===== src/rtl/tlul_ram_responder.sv =====
// tlul_ram_responder: TL-UL device that serves Get/PutFullData/PutPartialData
// from a DEPTH x 32b register array through a 2-entry response queue.
//
// Ports:
//   clock, reset            rising-edge clock, synchronous active-low reset
//   a_valid/a_ready         A-channel handshake (a_ready = queue not full)
//   a_opcode..a_corrupt     A-channel request fields
//   d_valid/d_ready         D-channel handshake
//   d_opcode..d_corrupt     D-channel response fields, driven from the queue head
//
// Optional build macro TLUL_RESPONDER_WAIT_EN: hides each new queue head for
// WAIT_CYCLES cycles before raising d_valid.
module tlul_ram_responder #(
    parameter logic [31:0] BASE_ADDR   = 32'h2000_0000,
    parameter int unsigned DEPTH       = 16,
    parameter int unsigned SRC_W       = 4,
    parameter int unsigned WAIT_CYCLES = 2
) (
    input  logic             clock,
    input  logic             reset,
    input  logic             a_valid,
    output logic             a_ready,
    input  logic [2:0]       a_opcode,
    input  logic [2:0]       a_param,
    input  logic [2:0]       a_size,
    input  logic [SRC_W-1:0] a_source,
    input  logic [31:0]      a_address,
    input  logic [3:0]       a_mask,
    input  logic [31:0]      a_data,
    input  logic             a_corrupt,
    output logic             d_valid,
    input  logic             d_ready,
    output logic [2:0]       d_opcode,
    output logic [1:0]       d_param,
    output logic [2:0]       d_size,
    output logic [SRC_W-1:0] d_source,
    output logic             d_sink,
    output logic             d_denied,
    output logic [31:0]      d_data,
    output logic             d_corrupt
);

    localparam int unsigned IDX_W = $clog2(DEPTH);
    // First byte-address bit above the array window.
    localparam int unsigned HI    = IDX_W + 2;

    localparam logic [2:0] OP_PUTF = 3'd0;
    localparam logic [2:0] OP_PUTP = 3'd1;
    localparam logic [2:0] OP_GET  = 3'd4;

    typedef struct packed {
        logic [2:0]       opcode;
        logic [2:0]       size;
        logic [SRC_W-1:0] source;
        logic             denied;
        logic [31:0]      data;
        logic             corrupt;
    } rsp_t;

    logic [31:0] mem_q [DEPTH];
    logic [31:0] word_d;

    rsp_t       head_q, head_d;
    rsp_t       tail_q, tail_d;
    logic [1:0] cnt_q, cnt_d;

    logic push, pop;
    rsp_t rsp_new;

    // Request decode
    logic             is_get, is_putf, is_putp, is_put;
    logic             op_ok, in_range, param_ok, align_ok, mask_ok, denied;
    logic [3:0]       lanes;
    logic [IDX_W-1:0] idx;
    logic             wr_en;

    assign is_get  = (a_opcode == OP_GET);
    assign is_putf = (a_opcode == OP_PUTF);
    assign is_putp = (a_opcode == OP_PUTP);
    assign is_put  = is_putf | is_putp;
    assign op_ok   = is_get | is_put;

    // BASE_ADDR is DEPTH*4 aligned, so the range test reduces to the
    // address bits above the array window.
    assign in_range = (a_address[31:HI] == BASE_ADDR[31:HI]);
    assign param_ok = (a_param == 3'd0);
    assign idx      = a_address[HI-1:2];

    // Alignment and the exact lane set a PutFull must carry.
    always_comb begin
        align_ok = 1'b0;
        lanes    = 4'b0000;
        case (a_size)
            3'd0: begin
                align_ok = 1'b1;
                lanes    = 4'b0001 << a_address[1:0];
            end
            3'd1: begin
                align_ok = ~a_address[0];
                lanes    = a_address[1] ? 4'b1100 : 4'b0011;
            end
            3'd2: begin
                align_ok = (a_address[1:0] == 2'b00);
                lanes    = 4'b1111;
            end
            default: begin
                align_ok = 1'b0;
                lanes    = 4'b0000;
            end
        endcase
    end

    assign mask_ok = ~is_putf | (a_mask == lanes);

    // Out-of-range a_size values fail align_ok, so no separate size test.
    assign denied = ~in_range | ~align_ok | ~param_ok | ~op_ok
                  | ~mask_ok | (is_put & a_corrupt);

    assign a_ready = (cnt_q != 2'd2);
    assign push    = a_valid & a_ready;
    assign pop     = d_valid & d_ready;
    assign wr_en   = push & is_put & ~denied;

    always_comb begin
        rsp_new         = '0;
        rsp_new.opcode  = is_get ? 3'd1 : 3'd0;
        rsp_new.size    = a_size;
        rsp_new.source  = a_source;
        rsp_new.denied  = denied;
        rsp_new.data    = (is_get & ~denied) ? mem_q[idx] : 32'd0;
        rsp_new.corrupt = is_get & denied;
    end

    // Byte-lane merge of write data into the addressed word.
    always_comb begin
        word_d = mem_q[idx];
        for (int b = 0; b < 4; b++) begin
            if (a_mask[b]) begin
                word_d[8*b +: 8] = a_data[8*b +: 8];
            end
        end
    end

    always_ff @(posedge clock) begin
        if (!reset) begin
            for (int i = 0; i < DEPTH; i++) begin
                mem_q[i] <= '0;
            end
        end else if (wr_en) begin
            mem_q[idx] <= word_d;
        end
    end

    // Two-entry queue: head drives D directly so fields stay stable under
    // back-pressure; a vacated slot is cleared so an idle D bus reads zero.
    always_comb begin
        head_d = head_q;
        tail_d = tail_q;
        cnt_d  = cnt_q;
        case ({push, pop})
            2'b10: begin
                if (cnt_q == 2'd0) begin
                    head_d = rsp_new;
                end else begin
                    tail_d = rsp_new;
                end
                cnt_d = cnt_q + 2'd1;
            end
            2'b01: begin
                head_d = tail_q;
                tail_d = '0;
                cnt_d  = cnt_q - 2'd1;
            end
            2'b11: begin
                if (cnt_q == 2'd2) begin
                    head_d = tail_q;
                    tail_d = rsp_new;
                end else begin
                    head_d = rsp_new;
                end
            end
            default: begin
                cnt_d = cnt_q;
            end
        endcase
    end

    always_ff @(posedge clock) begin
        if (!reset) begin
            head_q <= '0;
            tail_q <= '0;
            cnt_q  <= 2'd0;
        end else begin
            head_q <= head_d;
            tail_q <= tail_d;
            cnt_q  <= cnt_d;
        end
    end

`ifdef TLUL_RESPONDER_WAIT_EN
    localparam int unsigned WAIT_W = $clog2(WAIT_CYCLES + 2);
    localparam logic [WAIT_W-1:0] WAIT_LOAD = WAIT_W'(WAIT_CYCLES);

    logic [WAIT_W-1:0] wait_q, wait_d;

    // Reload whenever a new entry becomes head: push into an empty queue
    // or any pop (the next entry, if any, starts its own wait).
    always_comb begin
        wait_d = wait_q;
        if (pop || (push && cnt_q == 2'd0)) begin
            wait_d = WAIT_LOAD;
        end else if (cnt_q != 2'd0 && wait_q != '0) begin
            wait_d = wait_q - 1'b1;
        end
    end

    always_ff @(posedge clock) begin
        if (!reset) begin
            wait_q <= '0;
        end else begin
            wait_q <= wait_d;
        end
    end

    assign d_valid = (cnt_q != 2'd0) && (wait_q == '0);
`else
    logic unused_wait;
    assign unused_wait = ^WAIT_CYCLES;
    assign d_valid     = (cnt_q != 2'd0);
`endif

    assign d_opcode  = head_q.opcode;
    assign d_param   = 2'd0;
    assign d_size    = head_q.size;
    assign d_source  = head_q.source;
    assign d_sink    = 1'b0;
    assign d_denied  = head_q.denied;
    assign d_data    = head_q.data;
    assign d_corrupt = head_q.corrupt;

endmodule


===== config.mk =====
export PLATFORM = sky130hd
export DESIGN_NAME = tlul_ram_responder
export DESIGN_NICKNAME = d
export VERILOG_FILES = /design/src/rtl/tlul_ram_responder.sv
export SDC_FILE = /design/constraint.sdc
export NUM_CORES = 1
export LEC_CHECK = 0
export ABC_AREA = 1
export CAP_MARGIN = 15
export CORE_MARGIN = 1
export CORE_UTILIZATION = 55
export CTS_CLUSTER_DIAMETER = 40
export CTS_CLUSTER_SIZE = 40
export DETAILED_ROUTE_END_ITERATION = 7
export GPL_ROUTABILITY_DRIVEN = 1
export MAX_ROUTING_LAYER = met4
export PLACE_DENSITY = 0.83
export SETUP_SLACK_MARGIN = 0.15
export SKIP_CTS_REPAIR_TIMING = 1
export SYNTH_ARGS = -nofsm -noshare
export SYNTH_HDL_FRONTEND = slang
export SYNTH_SLANG_ARGS = --single-unit

===== constraint.sdc =====
create_clock -name clock -period 4.15 [get_ports clock]
set_input_delay 0.415 -clock clock [delete_from_list [all_inputs] [get_ports clock]]
set_output_delay 0.415 -clock clock [all_outputs]
set_load 0.05 [all_outputs]

* Word level (Yosys, flattened, before mapping)
Memories as Yosys holds them, arrays and structs flattened.
Cells that the tools add are included.
** Storage, ports and cells
- Register bits :: 90
- RAM bits :: 512
- Bits of input ports :: 86
- Output and inout bits :: 49
- Logic and storage cells :: 88
- Memories :: 1
** Memory list
- mem_q :: words 16, bits a word 32, read ports 1, clocked after memory_dff 0, write ports 16, line 60 : logic [31:0] mem_q [DEPTH];
** Cells by class
- Add/sub/neg operators :: 2
- Equality and inequality tests :: 14
- Shift-type cells :: 1
- Multiplexer cells :: 23
- Bitwise logic cells :: 23
- Reductions and logical operators :: 11
** Operators with widths (number)
- $pmux 44 s3 :: 2
- $mux 44 :: 4
- $mux 32 :: 2
- $mux 8 :: 4
- $reduce_or 32->1 :: 1
- $eq 26x24->1 const B :: 1
- $pmux 4 s3 :: 1
- $logic_not 3->1 :: 3
- $mux 4 :: 2
- $ne 2x2->1 const B :: 4
- $not 1->1 :: 8
- $or 1x1->1 :: 8
- $and 1x1->1 :: 7
- $eq 2x2->1 const B :: 3
- $eq 3x1->1 const B :: 2
- $mux 1 :: 6
- $eq 4x4->1 :: 1
- $logic_not 2->1 :: 2
- $pmux 2 s2 :: 1
- $reduce_bool 2->1 :: 2
- $shl 1x2->4 const A :: 1
- $eq 3x2->1 const B :: 1
- $eq 3x3->1 const B :: 1
- $pmux 1 s3 :: 1
- 6 further kinds :: 6

* Logic depth before layout (Yosys ltp)
- Depth in word-level cells :: 15
- Depth in mapped cells :: 15

* Worst setup path after synthesis
No wires, ideal clock.
- Path kind :: input -> register
- From :: in a_opcode[1]
- To :: mem mem_q[0][0], enable pin
- Library setup time :: 0.466 ns
- Arrival time :: 3.899 ns
- Data required time :: 3.684 ns
- Path slack :: -0.214 ns
- Cell stages on the path :: 7
- Cells stage by stage :: or2_1 -> o21ai_1 -> nand4_1 -> nor2_4 -> nand4_2 -> clkbuf_1 -> o21ai_0
** RTL lines
- start, declared :: line 23 : input logic [2:0] a_opcode,
- end, declared :: line 60

* Worst setup path after layout
- From :: reg cnt_q[0]
- To :: reg head_q (netlist bit d_size[0])
** On the way
- Word-level cells in the longest chain between the ends :: 5
- Elaborated cells on any way between the ends :: 14
** RTL lines
- start, declared :: line 65 : logic [1:0] cnt_q, cnt_d;
- start signal, assigned :: line 196 : cnt_q <= cnt_d;
- $ne 2x2->1 / $reduce_bool 2->1 (equally long branches) :: line 119, 229
- $and 1x1->1 (on tied branches) :: line 120, 121
- $eq 2x2->1 / $eq 2x1->1 (equally long branches) :: line 160 : case ({push, pop})
- $ne 2x2->1 (no source line) / $reduce_bool 3->1 (equally long branches)
- $reduce_and 2->1 (no source line)
- end signal, assigned :: line 190 : head_q <= '0;
- end signal, assigned :: line 194 : head_q <= head_d;
- end, declared :: line 63 : rsp_t head_q, head_d;
Several ways; a longest one is shown, not always the timed one.
A chain may end at the register's enable or synchronous reset.

==> run summary <==
run status = completed
commonest non-fill, non-tap cell in the layout = nand2_1
Critical Path Fanout Max = 44
sequential share of the synthesized area = 59.12%
largest net degree at the start of global routing = 133
Lkg Pwr = 11.11 nW
die area = 53,500 um^2
clock buffer depth = 3
Placer Congestion = 0.9207
first-pass GRT wire length = 121.5 mm
CP Cell Sequence = nor2_1 -> inv_1 -> nand2_1 -> inv_2 -> buf_4 -> ha_1 -> o21bai_2 -> buf_4 -> nand3_1 -> o211ai_1 -> o211ai_1 -> inv_1
initial antenna violation count = 0
DRC viols = 0
initial core utilization = 56.03%
Int Power = 0.01055 W
Final Slew Violations = 0
drt pass-1 iters = 6
Peak supply drop = 0.3078 mV
cts bufs inserted = 58
# H-tree levels = 2
routed vias/inst = 6.470
CTS tree = yes
CTS Root Cell = clkbuf_16
Worst Path Arrival = 3.58 ns
switching share of power = 31.26%
port bufs = 129
pwr/cell area = 473.8 nW/um^2
achievable clock frequency = 330.9 MHz
CP endpoint kind = register
area of the multi-input gates = 10,330 um^2
clk sink count = 598
grt ovf = 0
Worst-Margin Slew = 1.212 ns
Syn Inst Count = 2,586
Reg power frac = 45.6%
Setup TNS = 0 ns
vias in the first global route = 21,050
Final HPWL DP = 44.42 mm
FF+latch area = 17,100 um^2
share of layout cells above drive strength 1 = 21.72%
final instance area = 32,390 um^2
WS Path Type = reg2reg
fin crit share = 72.83%
Final nets = 2,675
Final Skew = 0.03135 ns
WHS = 0.3970 ns
Row Count = 83
clock transition at the registers of the reported paths = 0.06 ns
CP peak stage delay = 0.46 ns
Yosys cell types = 37
# setup viols final = 0
post-route ant nets = 0
PnR Total Power = 0.01535 W
n_diodes = 0
Clk pwr share = 35.3%
CORE AREA = 51,610 um^2
chip width = 231.3 um
ys async rst share = 0%
Post-synth EDFFs = 512
final core occ = 62.76%
I/O Pins = 135
Tmin final = 3.022 ns
Hold Violations, Final = 0
Mean Syn Cell Area = 11.18 um^2
Clock Latency Late Sink = 0.64 ns
via count = 21,440
GRT Util Overall = 30.02%
slowest CP cell = buf_4
startpoint types = register
most frequent cells in the layout = nand2_1 (524), edfxtp_1 (512), nor3_2 (320), a22oi_1 (256), nor3_1 (196)
first-iteration detailed-routing DRC count = 2,780
register bit total from synthesis = 598
unrepaired setup endpoints after global routing = false
ys flop type = edfxtp_1
Logic pwr share = 19.0%
die height = 231.3 um
Syn Std Cell Area = 28,920 um^2
Psw = 0.004798 W
Area Overhead vs Synth = 12.01%
Post-Route WL = 78.31 mm
Worst EP required = 4.71 ns
Synthesis Warnings = 0
max-cap viol count = 0
Slew HR = 19.11%
placed cell area = 30,450 um^2
wire length per cell = 23.64 um
Fill cells = 3,721
class of the worst hold path = in2reg
-- layout make-up --
| cell class | count | share of cell area [%] |
|---|---|---|
| Sequential cell | 598 | 52.78 |
| Multi-Input combinational cell | 1659 | 31.88 |
| Timing Repair Buffer | 198 | 5.879 |
| Clock buffer | 65 | 4.562 |
| Tap cell | 680 | 2.627 |
| Clock inverter | 43 | 1.425 |
| Inverter | 70 | 0.8498 |
-- logic make-up after synthesis --
kind of cell,count (synthesis),share of synthesized area (%)
AOI/OAI and AO/OA,437,10.29
DFF,598,59.12
and+or+nand+nor,1212,24.21
xor gates and xnor gates,1,0.03029
other,1,0.01297
adders and majority gates,4,0.1731
buffers and inverters,333,6.170
-- metrics by stage --
stage | worst slack (ns) | cells
floorplan | -0.2142 | 2590
global placement | 0.6624 | 3205
detailed placement | 0.6043 | 3205
CTS | 1.166 | 3313
global route | 0.9443 | 3313
finish | 1.128 | 3313
-- final timing paths --
path,start,endpoint,slack (ns),cells past startpoint
max,cnt_q[0],d_size[0],1.13,12
min,a_source[0],tail_q[34],0.40,3
max reg2reg,cnt_q[0],d_size[0],1.13,12
min reg2reg,tail_q[30],tail_q[30],0.47,2
-- sequential cells by signal, summed over array words and instances (netlist names) --
register and cells:
d_source 4, d_corrupt 1, mem_q 512, d_size 3, d_denied 1, d_data 32, cnt_q 2, tail_q 42
d_opcode 1
-- power groups by stage --
stage                     clock [W]  sequential (W)  combinational, W
after global placement            0         0.00711           0.00282
final                       0.00542         0.00701           0.00292
after CTS                   0.00542         0.00700           0.00289
after global routing        0.00563         0.00704           0.00310
after floorplan                   0         0.00763           0.00143
after detailed placement          0         0.00713           0.00287
-- per-layer routing --
metal / wire, um / vias to the layer above / global-route usage, % / part of all wire [%]
li1: - / 9354 / - / -
met1: 28410 / 10440 / 38.13 / 36
met2: 38550 / 1478 / 48.91 / 49
met3: 9594 / 169 / 5.696 / 12
met4: 1753 / 0 / 8.920 / 2.2
met5: 0 / - / - / 0
-- worst max-delay path: cells and delay by family (launching register included) --
family | cells | cell delay (ns)
buf+inv | 5 | 1.14
compound gates | 3 | 0.63
flops | 1 | 0.40
fa+ha+maj | 1 | 0.40
simple gates | 3 | 0.34
-- synth_stat cells, types with 4 or more instances --
cell / n / area, um^2
nand2_1: 526 / 1974
edfxtp_1: 512 / 15370
nor3_2: 320 / 3203
a22oi_1: 256 / 1922
nor3_1: 196 / 980.9
clkbuf_1: 121 / 454.2
nor2_1: 94 / 352.8
dfxtp_1: 86 / 1722
a21oi_1: 80 / 400.4
buf_2: 64 / 320.3
inv_1: 55 / 206.5
o21ai_0: 55 / 275.3
nand3_1: 54 / 270.3
buf_6: 50 / 563.0
o21ai_2: 32 / 280.3
buf_4: 21 / 157.7
inv_2: 13 / 48.80
buf_1: 7 / 26.28
o211ai_1: 7 / 52.55
nand4_1: 6 / 37.54
ha_1: 4 / 50.05
o21ai_1: 4 / 20.02
Note: power is estimated with default switching activity, not from simulation.
